$ cat config.mk
export PLATFORM = sky130hd
export DESIGN_NAME = ela_ctrl
export DESIGN_NICKNAME = d
export VERILOG_FILES = /design/src/rtl/ela_pkg.sv /design/src/rtl/ela_ctrl.sv
export SDC_FILE = /design/constraint.sdc
export NUM_CORES = 1
export LEC_CHECK = 0
export CAP_MARGIN = 20
export CORE_MARGIN = 3
export CORE_UTILIZATION = 45
export DETAILED_ROUTE_END_ITERATION = 10
export PLACE_DENSITY = 0.89
export SLEW_MARGIN = 10
export SYNTH_ARGS = -nofsm -noshare
export SYNTH_HDL_FRONTEND = slang
export SYNTH_SLANG_ARGS = --single-unit
$ cat constraint.sdc
create_clock -name clk -period 2.4 [get_ports clk]
set_input_delay 0.48 -clock clk [delete_from_list [all_inputs] [get_ports clk]]
set_output_delay 0.48 -clock clk [all_outputs]
set_load 0.02 [all_outputs]
$ cat src/rtl/ela_pkg.sv
// ela_pkg: shared constants, FSM state encoding and address helper for the
// ELA deinterlacer controller.
//   IMG_W    pixels per row (power of two)
//   IN_ROWS  input field rows
//   AW       result memory address width
//   OUT_ROWS output frame rows (interleaved input + interpolated)
package ela_pkg;
    localparam int IMG_W    = 32;
    localparam int IN_ROWS  = 16;
    localparam int AW       = 10;
    localparam int OUT_ROWS = 2 * IN_ROWS - 1;
    localparam int CW       = $clog2(IMG_W);   // column index width
    localparam int RW       = $clog2(IN_ROWS); // input row index width
    localparam int ORW      = AW - CW;         // output row index width

    typedef enum logic [2:0] {
        S_IDLE,
        S_REQ,
        S_RECV,
        S_PRE,
        S_WR,
        S_RD_U,
        S_RD_L,
        S_DONE
    } ela_state_e;

    // Output rows are IMG_W-aligned, so the address is a plain concatenation.
    function automatic logic [AW-1:0] ela_addr(input logic [ORW-1:0] row,
                                               input logic [CW-1:0]  col);
        return {row, col};
    endfunction
endpackage

$ cat src/rtl/ela_ctrl.sv
// ela_ctrl: sequencing controller for the ELA deinterlacer.
// Requests each input row, stores it on the even output line, then streams
// the two neighbouring lines through the ela_interp window and writes the
// interpolated odd line.
// Ports:
//   clk, rst        clock, asynchronous active-low reset
//   req             one-cycle row request to the field source
//   in_data         input pixel stream
//   wen/addr        result memory write enable (1=write) and address
//   data_wr/data_rd result memory write / read data
//   dp_ld_u/dp_ld_l shift data_rd into the datapath upper / lower window
//   dp_edge         boundary column, datapath uses vertical average
//   dp_res          interpolated pixel from the datapath
//   done            frame complete, sticky until reset
module ela_ctrl
    import ela_pkg::*;
(
    input  logic          clk,
    input  logic          rst,
    output logic          req,
    input  logic [7:0]    in_data,
    output logic          wen,
    output logic [AW-1:0] addr,
    output logic [7:0]    data_wr,
    input  logic [7:0]    data_rd,
    output logic          dp_ld_u,
    output logic          dp_ld_l,
    output logic          dp_edge,
    input  logic [7:0]    dp_res,
    output logic          done
);
    localparam logic [CW-1:0] C_LAST = CW'(IMG_W - 1);
    localparam logic [RW-1:0] R_LAST = RW'(IN_ROWS - 1);

    ela_state_e    state_q, state_d;
    logic [RW-1:0] r_q, r_d;
    logic [CW-1:0] c_q, c_d;

    logic [ORW-1:0] row_lo, row_mid, row_up, row_sel;
    logic [CW-1:0]  col_sel, fcol;

    // Read data goes straight to the datapath window; the controller only
    // sequences the strobes.
    logic unused_rd;
    assign unused_rd = ^data_rd;

    always_ff @(posedge clk or negedge rst) begin
        if (!rst) begin
            state_q <= S_IDLE;
            r_q     <= '0;
            c_q     <= '0;
        end else begin
            state_q <= state_d;
            r_q     <= r_d;
            c_q     <= c_d;
        end
    end

    always_comb begin
        state_d = state_q;
        r_d     = r_q;
        c_d     = c_q;
        req     = 1'b0;
        wen     = 1'b0;
        data_wr = '0;
        dp_ld_u = 1'b0;
        dp_ld_l = 1'b0;
        dp_edge = 1'b0;
        done    = 1'b0;
        row_sel = '0;
        col_sel = '0;

        row_lo  = {r_q, 1'b0};
        row_mid = row_lo - ORW'(1);
        row_up  = row_lo - ORW'(2);
        // Column fetched ahead of the write; clamping repeats the last column
        // so the window centre still lands on c for the final two columns.
        fcol    = (c_q >= CW'(IMG_W - 2)) ? C_LAST : c_q + CW'(2);

        case (state_q)
            S_IDLE: state_d = S_REQ;
            S_REQ: begin
                req     = 1'b1;
                c_d     = '0;
                state_d = S_RECV;
            end
            S_RECV: begin
                wen     = 1'b1;
                row_sel = row_lo;
                col_sel = c_q;
                data_wr = in_data;
                if (c_q == C_LAST) begin
                    c_d = '0;
                    if (r_q == '0) begin
                        // Row 0 has no line above it: nothing to interpolate yet.
                        r_d     = r_q + RW'(1);
                        state_d = S_REQ;
                    end else begin
                        state_d = S_PRE;
                    end
                end else begin
                    c_d = c_q + CW'(1);
                end
            end
            S_PRE: begin
                // c_q counts 0..3: bit0 picks upper/lower, bit1 the column.
                col_sel = {{(CW-1){1'b0}}, c_q[1]};
                if (!c_q[0]) begin
                    dp_ld_u = 1'b1;
                    row_sel = row_up;
                end else begin
                    dp_ld_l = 1'b1;
                    row_sel = row_lo;
                end
                if (c_q == CW'(3)) begin
                    c_d     = '0;
                    state_d = S_WR;
                end else begin
                    c_d = c_q + CW'(1);
                end
            end
            S_WR: begin
                wen     = 1'b1;
                row_sel = row_mid;
                col_sel = c_q;
                data_wr = dp_res;
                dp_edge = (c_q == '0) || (c_q == C_LAST);
                state_d = S_RD_U;
            end
            S_RD_U: begin
                dp_ld_u = 1'b1;
                row_sel = row_up;
                col_sel = fcol;
                state_d = S_RD_L;
            end
            S_RD_L: begin
                dp_ld_l = 1'b1;
                row_sel = row_lo;
                col_sel = fcol;
                // The last column keeps its trailing fetch pair so every
                // column costs exactly three cycles.
                if (c_q == C_LAST) begin
                    c_d = '0;
                    if (r_q == R_LAST) begin
                        state_d = S_DONE;
                    end else begin
                        r_d     = r_q + RW'(1);
                        state_d = S_REQ;
                    end
                end else begin
                    c_d     = c_q + CW'(1);
                    state_d = S_WR;
                end
            end
            S_DONE: done = 1'b1;
            default: state_d = S_IDLE;
        endcase

        addr = (state_q == S_IDLE || state_q == S_REQ || state_q == S_DONE)
             ? '0 : ela_addr(row_sel, col_sel);
    end
endmodule

==> flow_summary_export.csv <==
group,metric,value,unit
status,status,"finished, final reports clean",
yosys,synth_area_per_cell,7.33,µm²
cts,cts_num_sinks,12,
worst_setup_path,cp.required,1920,ps
route,drt_iter0_markers,132,
yosys,ys_types,51,
worst_setup_path,max_stage_delay,440,ps
worst_setup_path,startpoint,"state_q[1]",
die,die_x,62.1,µm
cts,hold_buffers,0,
yosys,yosysTopAreaCell,"dfrtp_1",
die,dieArea,3850,µm²
worst_setup_path,criticalPathCategory,"reg -> out",
yosys,synth_ff_type,"dfrtp_1",
yosys,async_flop_share,1.00,
yosys,yosysWarnings,0,
yosys,yosys-top-cells-area,"dfrtp_1, ha_1, a21oi_1, nor2_1, buf_2",
cts,clock-root-buffer,"clkbuf_4",
cts,cts_made_buffers,3,
sta,slew_headroom,0.590,
layout,fin_area,2090,µm²
die,row_count,19,
yosys,synth-seq-area-share,0.212,
global_routing,grt_use_total,0.237,
sta,slew_violations,0,
yosys,syn-num-nets,227,
global_routing,antenna_found_initial,0,
worst_setup_path,crit_path_max_fanout,6,
power,cellLeakagePower,0.000960,µW
die,die_h,62.1,µm
power,vdd_ir_drop_max,0.291,mV
worst_setup_path,crit_top_cell,"buf_4",
yosys,synth_seq_cells,12,
sta,finalSetupTns,0,ps
route,wirelength,4590,µm
sta,post-route-period-util,0.963,
layout,drive_above_1_share,0.267,
sta,fin_worst_skew,1.85,ps
sta,worst_pin_slew,613,ps
layout,nNetsFinal,290,
cts,clk_pin_slew,90,ps
global_routing,grt_pass1_wl,6820,µm
global_routing,overflow,0,
placement,dp_hpwl,3290,µm
sta,fmax,433,MHz
placement,gp_congestion,0.905,
layout,syn2layout_area_growth,47.4,%
cts,cts_buffer_depth,2,
yosys,syn_area,1420,µm²
sta,fin_crit,2310,ps
die,start_util,0.492,
layout,antenna_cells,0,
route,drcViolationCount,0,
yosys,synth_top_area_share,0.212,
global_routing,grt_pass1_vias,1494,
worst_setup_path,critPathLaunchType,"flip-flop",
yosys,synth_cells,193,
sta,grt_setup_unrepaired,"false",
hold_path,hold_path.class,"in -> async",
route,via_count,1720,
worst_setup_path,cp_slowest_cell,"dfrtp_1",
worst_setup_path,cp-end-kind,"primary output",
route,ant_nets,0,
route,via_per_inst,5.79,
layout,fillers,212,
job,cap_violations,0,
sta,hold_viol_final,0,
yosys,synth-edff-count,0,
placement,io_buffers,41,
worst_setup_path,r2r-start,"c_q[1]",
route,drt_first_pass_iters,4,
global_routing,grt_max_degree,15,
cts,worstSkewPairLatency,280,ps
placement,place_area,2020,µm²
route,post_drt_wl_per_cell,15.5,µm
sta,setup_violations,0,
die,ioPinCount,50,
cts,htree_levels,1,
die,coreArea,2880,µm²
cts,tritoncts,"yes",
worst_setup_path,crit_chain,"buf_4 > nor2b_1 > buf_4 > a22oi_1 > nor2_1 > dlygate4sd2_1",
worst_setup_path,arrival,1830,ps
power,p_per_area,207,nW/µm²
repair_timing:
| item | 4_1_cts | 5_1_grt |
|---|---|---|
| setup buffers | 6 | 0 |
| endpoints found under the hold margin | 0 | 0 |
| pin swaps | 0 | 0 |
| gates resized for setup | 32 | 26 |
| setup endpoints to repair | 22 | 14 |
cells by family after synthesis:
group | Yosys count | synth area share
compound gates | 63 | 0.292
xor+xnor | 5 | 0.0310
fa+ha+maj | 8 | 0.0707
buf+inv | 28 | 0.0875
flops | 12 | 0.212
mux | 2 | 0.0177
simple gates | 75 | 0.289
placed cells by master, fill, tap and decap left out, types with 3 or more instances in the layout:
cell type,n
a21oi_1,18
a22oi_1,9
buf_4,38
clkbuf_2,8
clkbuf_4,3
clkdlybuf4s15_1,3
clkdlybuf4s50_1,20
dfrtp_1,10
dlygate4sd2_1,7
ha_1,7
inv_1,5
nand2_1,15
nand2b_1,4
nand3_1,4
nor2_1,22
nor2b_1,4
nor3_1,4
nor3b_1,3
nor4b_1,3
o21ai_0,10
xor2_1,3
worst max-delay path, delay by kind of cell, from the launching register on:
kind,cells,cell delay (ps)
simple gates,2,290
compound gates,1,90
buf+inv,3,730
flops,1,440
final timing paths:
kind	end	slack, ps	depth (start not counted)
max	data_wr[2]	90	6
min	c_q[3]	570	1
max reg2reg	r_q[1]	400	7
min reg2reg	r_q[0]	620	2
max in group asynchronous	state_q[2]	1390	1
min in group clk	r_q[0]	620	2
state kept, by name, summed over array words and instances (netlist names):
register and flops:
c_q 5, state_q 3, r_q 4
synth_stat cells, drive strengths merged (4+ instances only):
cell / count
nor3: 5
clkbuf: 5
nand3: 4
buf: 16
dfrtp: 12
a21oi: 19
inv: 7
nor2: 24
nand2: 16
nor4b: 4
ha: 8
o21ai: 12
nand2b: 4
a22oi: 9
nor2b: 5
final cells by class:
type | instances | area [µm²] | share of cell area
Inverter | 7 | 26.3 | 0.0126
Timing Repair Buffer | 79 | 647 | 0.310
Multi-Input combinational cell | 153 | 1020 | 0.490
Tap cell | 42 | 52.6 | 0.0252
Clock buffer | 4 | 36.3 | 0.0174
Sequential cell | 12 | 303 | 0.145
power by group:
part,internal [µW],switching [µW]
clock network,92.4,79.3
logic,34.6,23.3
registers,202,0
total,329,103
metrics by stage:
stage	cells	worst slack, ps	hold WS, ps	utilization	total power [µW]
finish	297	89.0	573	0.725	432
detailed placement	287	-61.6	597	0.702	269
CTS	297	-4.86	575	0.731	429
floorplan	193	170	184	-	223
global route	297	0.0528	605	0.725	445
global placement	287	-13.8	589	0.702	268
metal layers:
| metal | GRT usage | wire length (µm) | up-vias |
|---|---|---|---|
| met1 | 0.305 | 1890 | 814 |
| met3 | 0.0496 | 240 | 16 |
| met5 | 0 | 0 | - |
| li1 | - | - | 821 |
| met2 | 0.379 | 2350 | 69 |
| met4 | 0.106 | 102 | 0 |
No activity file was read; power rests on OpenSTA's default activity.
